**src/rtl/board_pkg.sv**
```systemverilog
// Shared board constants, motion FSM state type and per-player sprite offsets.
package board_pkg;

    localparam int NUM_TILES  = 20;
    localparam int BOARD_SIDE = 6;

    typedef enum logic [1:0] {
        IDLE,
        HOP,
        DONE
    } motion_state_t;

    // Sprite top-left offset inside a tile, so both players fit side by side.
    localparam logic [9:0] P0_OFF_X = 10'd0;
    localparam logic [9:0] P0_OFF_Y = 10'd8;
    localparam logic [9:0] P1_OFF_X = 10'd16;
    localparam logic [9:0] P1_OFF_Y = 10'd8;

    // Largest hop count a single command may request; larger values clamp here.
    localparam logic [2:0] MAX_STEPS = 3'd6;

    // Successor tile on the loop, wrapping from the last tile back to tile 0.
    function automatic logic [4:0] next_tile(input logic [4:0] t);
        return (t == 5'(NUM_TILES - 1)) ? 5'd0 : t + 5'd1;
    endfunction

endpackage

```
**src/rtl/tile_pos_lut.sv**
```systemverilog
// Combinational map from a loop tile index to the pixel position of its top-left corner.
module tile_pos_lut
    import board_pkg::*;
#(
    parameter int ORIGIN_X   = 160,
    parameter int ORIGIN_Y   = 80,
    parameter int TILE_PITCH = 32
) (
    input  logic [4:0] tile,
    output logic [9:0] px,
    output logic [9:0] py
);

    localparam int SEG = BOARD_SIDE - 1;

    logic [2:0] cx;
    logic [2:0] cy;
    int         t;

    // Walk the four sides: top left-to-right, right downwards, bottom leftwards, left upwards.
    always_comb begin
        // NOTE: every output gets a default first so no path leaves it unassigned (no latch).
        cx = '0;
        cy = '0;
        t  = int'(tile);
        if (t <= SEG) begin
            cx = 3'(t);
        end else if (t <= 2 * SEG) begin
            cx = 3'(SEG);
            cy = 3'(t - SEG);
        end else if (t <= 3 * SEG) begin
            cx = 3'(3 * SEG - t);
            cy = 3'(SEG);
        end else if (t < NUM_TILES) begin
            cy = 3'(NUM_TILES - t);
        end
    end

    assign px = 10'(ORIGIN_X + int'(cx) * TILE_PITCH);
    assign py = 10'(ORIGIN_Y + int'(cy) * TILE_PITCH);

endmodule

```
**src/rtl/player_motion_ctrl.sv**
```systemverilog
// Moves one of two players tile by tile around the board loop, animating a
// frame-paced hop per step, and drives both sprite positions and draw order.
module player_motion_ctrl
    import board_pkg::*;
#(
    parameter int ORIGIN_X    = 160,
    parameter int ORIGIN_Y    = 80,
    parameter int TILE_PITCH  = 32,
    parameter int LOG2_FRAMES = 3,
    parameter int HOP_STEP    = 2
) (
    input  logic       clk,
    input  logic       rst_n,
    input  logic       frame_tick,
    input  logic       move_valid,
    output logic       move_ready,
    input  logic       move_player,
    input  logic [2:0] move_steps,
    output logic [9:0] p0_x,
    output logic [9:0] p0_y,
    output logic [9:0] p1_x,
    output logic [9:0] p1_y,
    output logic [4:0] p0_tile,
    output logic [4:0] p1_tile,
    output logic       front_id,
    output logic       busy,
    output logic       move_done,
    output logic       lap_pulse
);

    localparam int FRAMES = 2 ** LOG2_FRAMES;

    localparam logic [9:0] P0_RST_X = 10'(ORIGIN_X) + P0_OFF_X;
    localparam logic [9:0] P0_RST_Y = 10'(ORIGIN_Y) + P0_OFF_Y;
    localparam logic [9:0] P1_RST_X = 10'(ORIGIN_X) + P1_OFF_X;
    localparam logic [9:0] P1_RST_Y = 10'(ORIGIN_Y) + P1_OFF_Y;

    motion_state_t          state;
    logic                   mover;
    logic [2:0]             steps_left;
    logic [LOG2_FRAMES-1:0] frame_cnt;
    logic [4:0]             tile [2];

    logic [2:0] steps_clamped;
    logic [4:0] cur_tile;
    logic [4:0] nxt_tile;
    logic [9:0] cur_px, cur_py, nxt_px, nxt_py;

    assign steps_clamped = (move_steps > MAX_STEPS) ? MAX_STEPS : move_steps;
    assign cur_tile      = tile[mover];
    assign nxt_tile      = next_tile(cur_tile);

    assign move_ready = (state == IDLE);
    assign busy       = (state != IDLE);
    assign p0_tile    = tile[0];
    assign p1_tile    = tile[1];

    tile_pos_lut #(
        .ORIGIN_X  (ORIGIN_X),
        .ORIGIN_Y  (ORIGIN_Y),
        .TILE_PITCH(TILE_PITCH)
    ) u_cur_lut (
        .tile(cur_tile),
        .px  (cur_px),
        .py  (cur_py)
    );

    tile_pos_lut #(
        .ORIGIN_X  (ORIGIN_X),
        .ORIGIN_Y  (ORIGIN_Y),
        .TILE_PITCH(TILE_PITCH)
    ) u_nxt_lut (
        .tile(nxt_tile),
        .px  (nxt_px),
        .py  (nxt_py)
    );

    // Motion sequencer: accept a command, count frames per hop, advance the tile, report completion.
    always_ff @(posedge clk) begin
        // NOTE: all state here uses non-blocking assignments so every register sees pre-edge values.
        if (!rst_n) begin
            state      <= IDLE;
            mover      <= 1'b0;
            steps_left <= '0;
            frame_cnt  <= '0;
            // NOTE: the two-entry tile array is plain flops (not a RAM), so resetting it is fine.
            tile[0]    <= '0;
            tile[1]    <= '0;
            front_id   <= 1'b0;
            move_done  <= 1'b0;
            lap_pulse  <= 1'b0;
        end else begin
            move_done <= 1'b0;
            lap_pulse <= 1'b0;
            case (state)
                IDLE: begin
                    if (move_valid) begin
                        mover      <= move_player;
                        front_id   <= move_player;
                        steps_left <= steps_clamped;
                        frame_cnt  <= '0;
                        if (steps_clamped == 3'd0) begin
                            state     <= DONE;
                            move_done <= 1'b1;
                        end else begin
                            state <= HOP;
                        end
                    end
                end
                HOP: begin
                    if (frame_tick) begin
                        if (frame_cnt == '1) begin
                            frame_cnt   <= '0;
                            tile[mover] <= nxt_tile;
                            steps_left  <= steps_left - 3'd1;
                            lap_pulse   <= (nxt_tile == 5'd0);
                            if (steps_left == 3'd1) begin
                                state     <= DONE;
                                move_done <= 1'b1;
                            end
                        end else begin
                            frame_cnt <= frame_cnt + LOG2_FRAMES'(1);
                        end
                    end
                end
                DONE:    state <= IDLE;
                default: state <= IDLE;
            endcase
        end
    end

    logic [LOG2_FRAMES-1:0] k;
    logic signed [10:0]     k_s, dx, dy, ix, iy;
    logic [9:0]             hop, off_x, off_y, mov_x, mov_y;

    // Mover sprite position: linear step toward the next tile, lifted by a triangular hop.
    always_comb begin
        k   = (state == HOP) ? frame_cnt : '0;
        k_s = $signed({{(11 - LOG2_FRAMES){1'b0}}, k});
        dx  = $signed({1'b0, nxt_px}) - $signed({1'b0, cur_px});
        dy  = $signed({1'b0, nxt_py}) - $signed({1'b0, cur_py});
        ix  = $signed({1'b0, cur_px}) + ((dx * k_s) >>> LOG2_FRAMES);
        iy  = $signed({1'b0, cur_py}) + ((dy * k_s) >>> LOG2_FRAMES);
        if (int'(k) < FRAMES / 2) begin
            hop = 10'(int'(k) * HOP_STEP);
        end else begin
            hop = 10'((FRAMES - int'(k)) * HOP_STEP);
        end
        off_x = mover ? P1_OFF_X : P0_OFF_X;
        off_y = mover ? P1_OFF_Y : P0_OFF_Y;
        mov_x = 10'(ix) + off_x;
        mov_y = 10'(iy) - hop + off_y;
    end

    // Registered sprite positions; only the mover's register changes, the other keeps its tile spot.
    always_ff @(posedge clk) begin
        if (!rst_n) begin
            p0_x <= P0_RST_X;
            p0_y <= P0_RST_Y;
            p1_x <= P1_RST_X;
            p1_y <= P1_RST_Y;
        end else if (!mover) begin
            p0_x <= mov_x;
            p0_y <= mov_y;
        end else begin
            p1_x <= mov_x;
            p1_y <= mov_y;
        end
    end

endmodule

```
**config.mk**
```make
export PLATFORM = sky130hd
export DESIGN_NAME = player_motion_ctrl
export DESIGN_NICKNAME = d
export VERILOG_FILES = /design/src/rtl/board_pkg.sv /design/src/rtl/tile_pos_lut.sv /design/src/rtl/player_motion_ctrl.sv
export SDC_FILE = /design/constraint.sdc
export NUM_CORES = 1
export LEC_CHECK = 0
export ABC_AREA = 1
export CORE_ASPECT_RATIO = 1.5
export CORE_MARGIN = 2
export CORE_UTILIZATION = 55
export CTS_BUF_LIST = sky130_fd_sc_hd__clkbuf_2
export CTS_CLUSTER_SIZE = 20
export DETAILED_ROUTE_END_ITERATION = 10
export HOLD_SLACK_MARGIN = 0.03
export PLACE_DENSITY = 0.81
export SYNTH_ARGS = -nofsm -noshare
export SYNTH_HDL_FRONTEND = slang
export SYNTH_SLANG_ARGS = --single-unit
```
**constraint.sdc**
```tcl
create_clock -name clk -period 12.3 [get_ports clk]
set_input_delay 3.69 -clock clk [delete_from_list [all_inputs] [get_ports clk]]
set_output_delay 3.69 -clock clk [all_outputs]
set_load 0.05 [all_outputs]
```
; ---- Word-level counts from Yosys, hierarchy flattened
; Memories as Yosys holds them, arrays and structs flattened. A register that Yosys moved wholly into a read port is not among the register bits.
; Cells that the tools add are included.
[op_classes]
multipliers = 2
n_lt_le_gt_ge = 10
add_sub_neg = 21
muxes = 50
n_eq_ne = 8
n_reduce_logical = 11
[op_table]
columns = cell, count
row1 = 3-bit two-way mux, 22
row2 = 11-bit by 4-bit multiplier with 11-bit output, 2
row3 = 10-bit by 10-bit subtractor with 11-bit output, 2
row4 = 10-bit by 8-bit adder with 10-bit output, 2
row5 = "5-bit by 4-bit less-or-equal comparator with 1-bit output, second input constant", 4
row6 = "7-bit by 8-bit adder with 9-bit output, first input constant", 2
row7 = "8-bit by 8-bit adder with 9-bit output, first input constant", 2
row8 = 1-bit two-way mux, 15
row9 = 5-bit two-way mux, 3
row10 = 3-bit case mux with 2 select lines, 2
row11 = 4-bit AND reduction, 3
row12 = "3-bit subtractor, first input constant", 4
row13 = "10-bit by 4-bit adder with 10-bit output, second input constant", 1
row14 = 10-bit by 5-bit adder with 10-bit output, 1
row15 = "5-bit by 3-bit less-or-equal comparator with 1-bit output, second input constant", 2
row16 = "5-bit less-than comparator, second input constant", 2
row17 = 10-bit two-way mux, 1
row18 = 2-bit two-way mux, 5
row19 = 10-bit subtractor, 1
row20 = "2-bit != test, second input constant", 4
row21 = "3-bit subtractor, second input constant", 2
row22 = "5-bit by 1-bit adder with 5-bit output, second input constant", 1
row23 = "5-bit equality test, second input constant", 1
row24 = 5-bit logical NOT, 1
row25 = other kinds (16), 17
[totals]
register_bits = 51
out_inout_bits = 55
in_bits = 8
ramBits = 10
n_memories = 1
[mem_list]
columns = memory, words, word_bits, read_ports, rd_ports_with_merged_regs, write_ports, line
row1 = tile, 2, 5, 3, 1, 2, player_motion_ctrl.sv:42  ; logic [4:0] tile [2];

; ---- Longest topological paths before layout
[depth]
word_depth = 13
ltp_mapped = 48
mapped_depth_nobuf = 48

; ---- Hierarchy
; Synthesis repeated with hierarchy kept, for this count alone.
[hier_totals]
hier_cells = 1080
hier_area_um2 = 7322.0
[by_module_without_submodules]
columns = module, seq_area_each_um2, n_inst, area_per_inst_um2, cells_each
row1 = player_motion_ctrl, 1341.3, 1, 6456.2, 933
row2 = tile_pos_lut at u_cur_lut, 0.0, 1, 446.7, 79
row3 = tile_pos_lut at u_nxt_lut, 0.0, 1, 419.2, 68

; ---- Worst setup path before layout
; Ideal clock, no wire load.
[synth_timing]
path_type = flip-flop to flip-flop
start = memory tile[0][0]
end = register p1_y[8]
setup_ns = 0.109
slack_ns = 5.442
period_less_slack_ns = 6.858
stages_incl_launch_ff = 38
t_arrival_ns = 6.749
t_required_ns = 12.191
cell_sequence = edfxtp_1 -> inv_1 -> o21ai_4 -> ha_1 -> nand2_1 -> nor2_1 -> ha_1 -> nor2_2 -> clkinv_2 -> nand2_1 -> clkinv_1 -> nand2_1 -> nand3_1 -> nand2_1 -> ha_1 -> ha_1 -> a21oi_1 -> nand2_1 -> [2 not listed] -> ha_1 -> fa_1 -> ha_1 -> a21oi_1 -> o21ai_0 -> xnor2_1 -> xor2_1 -> xor2_1 -> fa_1 -> ha_1 -> nand2_1 -> inv_1 -> nand4_1 -> o211ai_1 -> nor2_1 -> nand3b_1 -> nand2_1 -> inv_1
[synth_rtl]
columns = item, line
row1 = "start, declared", player_motion_ctrl.sv:42
row2 = "end signal, assigned", player_motion_ctrl.sv:167  ; p1_y <= mov_y;
row3 = "end, declared", player_motion_ctrl.sv:22  ; output logic [9:0] p1_y,

==> reports/qor.yml <==
ys_types: 39
fp.dieW_um: 77.9
area_growth_pct: 14.7
crit_arrival_ps: 8110
portBuffers: 56
cts_root_buf: "clkbuf_2"
clock_skew_ps: 22.2
async_flop_share: 0
setup-tns-final_ps: 0
worst_slew_pin_slew_ps: 878
path_clk_slew_ps: 310
slew_violations: 0
die_h_um: 115
core_area_sq_um: 8010
clk_latency_ps: 500
hold_start: "p1_x[4]$_SDFFE_PN1P_"
fmax_ghz: 0.130
layout.cells.non_filler: 777
place.gp.congestion: 0.883
total_power_uw: 765
ys_warn_count: 0
drt_pre_antenna_iters: 4
n_fill_cell: 705
diodes: 0
max_slew_margin: 0.414
place_ws_ps: 4730
vdd_ir_drop_max_mv: 0.147
hp-class: "reg -> reg"
holdBufCountCts: 0
hold_viol: 0
drc: 0
initial_core_util: 0.563
htree_levels: 2
drive_above_1_share: 0.0655
wirelength_um: 10700
critical-path-top-delay-family: "adder cells"
initialDrtViolationCount: 280
post_synth.cell_area_avg_sq_um: 7.24
final_antenna_net_count: 0
whs_path_depth: 2
yosys_most_used_dff: "dfxtp_1"
setup_slack_ps: 4620
dp_cells: 769
rsz0062_at_grt: "no"
hold_path_end: "p1_x[4]$_SDFFE_PN1P_"
max_stage_delay_ps: 740
end_kind: "flip-flop"
grt_antenna_before_repair: 1
synth_edf_count: 10
crit_slowest_cell: "dfxtp_1"
fin_util: 0.646
cts-buffers-inserted: 5
r2r_end: "p0_y[9]$_SDFFE_PN0N_"
crit_required_ps: 12730
synthesis.area_sq_um: 4510
rr_worst_depth: 33
power.density_nw_per_um2: 148
cp-start-kind: "flip-flop"
grt_use_total: 0.255
viasPerCell: 5.34
maxCapViolCount: 0
cts_tree: "done"
outcome: "completed"
ioPinCount: 63
grt_pass1_wl_um: 18500
path_class: "reg -> reg"
ys_seq_elements: 56
grt_max_degree: 38
post-dp-hpwl_um: 8480
cts_sinks: 56
reg2reg_slack_ps: 4620
grt_overflow: 0
seq_area_frac_synth: 0.271
row_count: 40
synth_cells: 623
setup_viol: 0
final.min_clock_period_ps: 7680
multi_input_area_sq_um: 2810
dieArea_sq_um: 8960
cts.repair.resized: 0
power_leakage_uw: 0.00259
crit_top_cell: "ha_1"
grt_pass1_vias: 4067
critical_path.max_fanout: 12
seqCellArea_sq_um: 1220
period_share: 0.625
cp.buffers_inverters: 3
cts_setup_buffers: 0
cts_buffer_depth: 2
wl_per_cell_um: 13.7
fin_nets: 748
route.vias.total: 4149
==> per-layer routing <==
layer / GRT usage / vias up / wire length, um
met1: 0.280 / 1926 / 4200
met5: 0 / - / 16
met4: 0.110 / 2 / 379
li1: - / 2070 / -
met2: 0.472 / 121 / 5470
met3: 0.0518 / 30 / 605
==> how the worst max path moves through the flow <==
stage | startpoint | end | slack [ps] | depth (start not counted)
global placement | flip-flop | p0_y[8]$_SDFFE_PN0N_ | 5130 | 35
CTS | flip-flop | p0_y[8]$_SDFFE_PN0N_ | 4670 | 35
global route | flip-flop | p0_y[9]$_SDFFE_PN0N_ | 4090 | 36
finish | flip-flop | p0_y[9]$_SDFFE_PN0N_ | 4620 | 33
floorplan | tile[0][0]$_SDFFCE_PN0P_ | p1_y[8]$_SDFFE_PN0P_ | 5440 | 37
detailed placement | flip-flop | p0_y[8]$_SDFFE_PN0N_ | 4730 | 35
==> per-stage QoR <==
step	area (sq um)	hold WS (ps)
3_5_place_dp	5120	450
4_1_cts	5170	501
2_1_floorplan	4530	455
6_report	5170	499
5_1_grt	5170	519
3_3_place_gp	5120	442
==> synth_stat cells (6+ instances only) <==
| library cell | instances | area share |
|---|---|---|
| ha_1 | 59 | 0.16 |
| nand2_1 | 95 | 0.079 |
| o21ai_2 | 6 | 0.012 |
| inv_1 | 95 | 0.079 |
| buf_4 | 6 | 0.010 |
| a21oi_1 | 38 | 0.042 |
| xor2_1 | 12 | 0.023 |
| clkbuf_1 | 11 | 0.0092 |
| nor2_1 | 94 | 0.078 |
| fa_1 | 10 | 0.044 |
| nand3_1 | 33 | 0.037 |
| edfxtp_1 | 10 | 0.067 |
| xnor2_1 | 10 | 0.019 |
| nand2_2 | 8 | 0.011 |
| o21ai_0 | 35 | 0.039 |
| dfxtp_1 | 46 | 0.20 |
==> layout by cell type (no fill, tap or decap), drive strengths merged <==
cell and n:
nor2 100, clkdlybuf4s50 56, or2 4, nand2 104, ha 59, o211ai 4
a31oi 3, fa 10, clkbuf 5, o221ai 1, xor2 12, a211oi 2
nor3 2, a41oi 1, xnor2 10, nand3b 4, edfxtp 10, o21bai 2
a21oi 39, o21ai 45, buf 1, conb 7, inv 102, nand4 4
clkinv 5, nand3 33, dfxtp 46, a221oi 1
==> sequential cells by signal (all words and copies together) (netlist names), named ones only <==
register,flops
p0_y,9
p0_x,8
lap_pulse,1
frame_cnt,3
steps_left,3
mover,1
tile,10
move_done,1
state,2
p1_y,9
p1_x,8
==> area by class of cell <==
| cell class | instances | share of cell area |
|---|---|---|
| Inverter | 104 | 0.0762 |
| Multi-Input combinational cell | 447 | 0.542 |
| Clock inverter | 3 | 0.00556 |
| Clock buffer | 5 | 0.00484 |
| Tap cell | 105 | 0.0254 |
| Timing Repair Buffer | 57 | 0.110 |
| Sequential cell | 56 | 0.236 |
==> tightest hold or removal path, stage by stage, from the launching register on <==
cell     delay (ps)
dfxtp_1         390
nand2_1          60
nand3_1          50
==> report_power, final <==
group          switching [uW]  total (uW)  internal [uW]
logic                     297         453            156
registers                15.1         227            211
clock network            68.1        85.6           17.5
total                     380         765            384
==> cells by family after synthesis <==
kind of cell,after synthesis,share of synthesized area
AOI/OAI and AO/OA,98,0.126
buffers and inverters,126,0.112
and+or+nand+nor,251,0.239
other,1,0.000831
xor gates and xnor gates,22,0.0427
adders and majority gates,69,0.208
DFF,56,0.271
Note: power is estimated with default switching activity, not from simulation.
==> patch 1: new RTL, same settings <==
`ORIGIN_Y` is set to 80 in 2 places; all go to 40.
--- a/src/rtl/tile_pos_lut.sv
+++ b/src/rtl/tile_pos_lut.sv
@@ -5,3 +5,3 @@
     parameter int ORIGIN_X   = 160,
-    parameter int ORIGIN_Y   = 80,
+    parameter int ORIGIN_Y   = 40,
     parameter int TILE_PITCH = 32
--- a/src/rtl/player_motion_ctrl.sv
+++ b/src/rtl/player_motion_ctrl.sv
@@ -6,3 +6,3 @@
     parameter int ORIGIN_X    = 160,
-    parameter int ORIGIN_Y    = 80,
+    parameter int ORIGIN_Y    = 40,
     parameter int TILE_PITCH  = 32,
Check against the original RTL: not equivalent (a bounded check fails within 4 cycles, from zero or initial values and one cycle with rst_n low).
==> patch 1 against the original RTL <==
First-iteration DRC count down 62%; sequential share of layout area down 1.2 points; clock skew up 8.3 ps; clock power down 4.6%; sequential cell count unchanged; combinational power up 11%; worst setup slack better by 440 ps; wire length up 3.2%; synthesized area up 5.8%; power up 6.2%; die area up 5.5%; critical path type unchanged; cell count up 5.5%; count of clock-buffer cells in the layout up 1; largest power group unchanged; final area up 5.4%.
==> patch 1: results (changes against the original RTL) <==
stage,metric,value,unit,change
outcome,status,finished clean,,
setup_path,slowest_stage,dfxtp_1,,
min_path,holdPathEnd,p1_x[5],,
sta,finClkSkew,30.48,ps,+8.271 ps
min_path,hp-class,flop to flop,,
final_layout,diodes,0,,unchanged
setup_path,cp_top_family,adder cells,,
synth,yosysWarningCount,0,,unchanged
place,io_buffers,56,,unchanged
grt,grt_pass1_vias,4281,,+5.3%
power,max-vdd-ir-drop,126.7,uV,-14%
synth,ys_seq_area_frac,0.2559,,-0.01484
synth,async_flop_share,0,,unchanged
power,p_leak,2.837,nW,+9.4%
clocking,cts_made_buffers,5,,unchanged
clocking,cts_htree_levels,2,,unchanged
detailed_routing,drt_first_pass_iters,4,,unchanged
final_layout,layout.nets,788,,+5.3%
min_path,hp-start,p1_x[5],,
synth,synthTopCellsByArea,"dfxtp_1 19%, ha_1 15%, nand2_1 9.5%",,
place,dp_hpwl,8804,um,+3.8%
synth,ys_types,43,,+10%
min_path,hold_depth,2,,unchanged
clocking,clkTransAtPathRegs,310,ps,about the same
setup_path,cp-endpoint,p0_y[8],,
synth,synth_ff_type,dfxtp_1,,
grt,grt.total_usage,0.2484,,-0.006464
clocking,post_cts_resize_count,0,,unchanged
setup_path,critPathArrivalTime,7660,ps,-450 ps
detailed_routing,via_per_inst,5.288,,-0.97%
final_layout,drive_above_1_share,0.09537,,+0.02990
setup_path,reg2reg_depth,39,,+18%
sta,worstMarginPinSlew,613.0,ps,-265.1 ps
clocking,cts_buffer_depth,2,,unchanged
detailed_routing,drt_iter0_markers,106,,-62%
place,dpl_cell_area,0.005406,mm^2,+5.6%
final_layout,reg_top3,"tile (10), p0_y (9), p1_y (9)",,
sta,min_period,7249,ps,-435.2 ps
place,pre_cts_ws,5084,ps,+356.8 ps
setup_path,worstPathMaxFanout,8,,-4
setup_path,max_stage_delay,640,ps,-100 ps
synth,synth_edf_count,10,,unchanged
final_layout,num-fill-cells,756,,+7.2%
grt,grt_pass1_wl,18890,um,+2.4%
setup_path,worstSetupPathType,flop to flop,,
grt,antenna_found_initial,0,,-1
detailed_routing,wl_per_cell,13.43,um,-2.2%
power,switching_share,0.5043,,+0.007001
place,gp_congestion,1.000,,+13%
clocking,post_cts_buffers,0,,unchanged
clocking,cts_root_buffer,clkbuf_2,,
grt,grt_max_degree,38,,unchanged
clocking,clock_latency,490,ps,
synth,synth_common_cells,"121 x nand2_1, 96 x inv_1, 88 x nor2_1",,
patch 1: power by group through the flow:
stage / Clock, mW / Combinational, mW / Sequential (mW)
floorplan: 0 / 0.305 / 0.306
global placement: 0 / 0.484 / 0.231
detailed placement: 0 / 0.499 / 0.231
CTS: 0.0862 / 0.502 / 0.228
global route: 0.0903 / 0.561 / 0.231
finish: 0.0817 / 0.503 / 0.228
patch 1: per-stage QoR:
| stage | util | hold WS [ps] | std cells |
|---|---|---|---|
| after floorplan | - | 466.8 | 666 |
| final | 0.6483 | 492.9 | 820 |
| after global placement | 0.6426 | 442.5 | 812 |
| after CTS | 0.6483 | 495.8 | 820 |
| after detailed placement | 0.6426 | 447.0 | 812 |
| after global routing | 0.6483 | 521.9 | 820 |
patch 1: area by class of cell:
| type | count | area (um^2) | share of cell area |
|---|---|---|---|
| clock buffer | 6 | 30.03 | 0.005506 |
| clock inverter | 2 | 17.52 | 0.003212 |
| inverter | 107 | 409.1 | 0.07502 |
| multi-input combinational | 483 | 3059 | 0.5609 |
| sequential | 56 | 1221 | 0.2239 |
| tap | 107 | 133.9 | 0.02455 |
| timing repair buffer | 59 | 583.1 | 0.1069 |
patch 1: logic make-up (layout without fill, tap and decap cells):
logic type	Yosys count	in the layout	share of synthesized area
compound gates	82	82	0.1030
flops	56	56	0.2559
other cells	1	7	0.0007858
xor+xnor	17	17	0.03120
fa+ha+maj	68	68	0.1924
simple gates	309	309	0.3089
buf+inv	127	174	0.1078
patch 1: routing by layer:
| metal | track usage | wire, um | vias to the layer above |
|---|---|---|---|
| met5 | 0 | 0 | - |
| met4 | 0.1409 | 608 | 0 |
| met2 | 0.4240 | 5511 | 126 |
| li1 | - | - | 2202 |
| met3 | 0.04908 | 521 | 50 |
| met1 | 0.2808 | 4373 | 1958 |
==> patch 2: new RTL, config.mk and constraints unchanged <==
Made on the original files. Re-encode `motion_state_t` (3 states) as one-hot, 3 bits wide.
--- a/src/rtl/board_pkg.sv
+++ b/src/rtl/board_pkg.sv
@@ -6,6 +6,6 @@
 
-    typedef enum logic [1:0] {
-        IDLE,
-        HOP,
-        DONE
+    typedef enum logic [2:0] {
+        IDLE = 3'b001,
+        HOP  = 3'b010,
+        DONE = 3'b100
     } motion_state_t;
Behaviour: same outputs for any inputs over 10 cycles, from zero or initial values and one cycle with rst_n low; not proved beyond that.
==> patch 2 against the original RTL <==
Power rose by 21%; synthesized area is 4.0% higher; worst setup slack improved by 440 ps; critical endpoint is now p1_y[9]; wire length fell by 2.4%; sequential cell count grew 1; final area up 5.6%; combinational power is 17% higher; first-iteration DRC count rose by 1.4%; cell count up 6.7%; clock skew down 2.8 ps; die area increased by 3.8%; clock power is 85% higher.
==> patch 2: results (changes against the original RTL) <==
stage,metric,value,unit,change
setup_path,cp-endpoint,p1_y[9],,
clocking,cts_htree_levels,3,,+1
clocking,cts_sinks,57,,+1.8%
sta,finClkSkew,19.37,ps,-2.841 ps
sta,max_freq,138.1,MHz,+6.1%
outcome,status,finished clean,,
final_layout,drive_above_1_share,0.07756,,+0.01209
final_layout,num-fill-cells,744,,+5.5%
power,p_clk,158,uW,+85%
setup_path,worstPathMaxFanout,10,,-2
power,p_seq,236,uW,+4%
place,gp_congestion,0.8856,,+0.34%
power,p_leak,2.843,nW,+9.7%
detailed_routing,via_per_inst,5.222,,-2.2%
synth,synth_common_cells,"121 x nand2_1, 105 x inv_1, 96 x nor2_1",,
setup_path,max_stage_delay,670,ps,-70 ps
grt,antenna_found_initial,0,,-1
min_path,holdPathEnd,p1_x[5],,
power,p_total,921.8,uW,+21%
detailed_routing,finalWirelength,10420,um,-2.4%
power,max-vdd-ir-drop,156.7,uV,+6.5%
clocking,cts_made_buffers,9,,+4
grt,grt.total_usage,0.2365,,-0.01840
place,pre_cts_ws,5140,ps,+413.1 ps
detailed_routing,drt_first_pass_iters,5,,+1
place,dp_hpwl,8158,um,-3.8%
grt,grt_pass1_wl,17510,um,-5.1%
synth,ys_seq_area_frac,0.2647,,-0.006061
detailed_routing,drt_iter0_markers,284,,+1.4%
power,switching_share,0.4756,,-0.02171
setup_path,reg2reg_depth,44,,+33%
patch 2: cell count changes after synthesis, sizes merged, moves of 2 or more:
cell / unedited run / this run
nand2: 104 / 136
inv: 99 / 116
nand3: 33 / 48
o21ai: 45 / 38
clkinv: 5 / 0
xnor2: 10 / 5
nor2: 100 / 96
a21oi: 39 / 36
nand3b: 4 / 1
o31ai: 0 / 3
a211oi: 2 / 4
a31oi: 3 / 1
nand4: 4 / 6
patch 2: final cells by class:
type | count | area, um^2 | area share
Multi-Input combinational cell | 476 | 2927 | 0.5359
Sequential cell | 57 | 1241 | 0.2273
Timing Repair Buffer | 57 | 568.0 | 0.1040
Inverter | 116 | 435.4 | 0.07973
Tap cell | 107 | 133.9 | 0.02451
Clock inverter | 6 | 106.4 | 0.01947
Clock buffer | 10 | 50.05 | 0.009164
patch 2: cell families (layout without fill, tap and decap cells):
group,count (synthesis),count (layout),share of synthesized area
simple gates,294,294,0.2697
buf+inv,137,189,0.1161
compound gates,89,89,0.1177
fa+ha+maj,68,68,0.1974
flops,57,57,0.2647
xor+xnor,18,18,0.03362
other cells,1,7,0.0007997
patch 2: metal layers:
layer  share of wire  global-route usage
met5               0                   0
met1            0.42              0.2787
met3           0.038             0.04371
met4           0.014             0.07816
met2            0.52              0.4311
patch 2: worst max-delay path, delay by kind of cell (launching register included):
kind                       cells  cell delay, ps
xor gates and xnor gates       1             180
adders and majority gates      9            2990
DFF                            1             670
and+or+nand+nor               18            1840
buffers and inverters         10             660
AOI/OAI and AO/OA              6             840
patch 2: metrics by stage:
step	util	hold slack (ps)	std cells	instance area (um^2)
after floorplan	-	461.1	670	4712
after global placement	0.6344	447.0	813	5305
after detailed placement	0.6344	448.2	813	5305
after CTS	0.6532	488.4	829	5461
after global routing	0.6532	514.8	829	5461
final	0.6532	487.1	829	5461
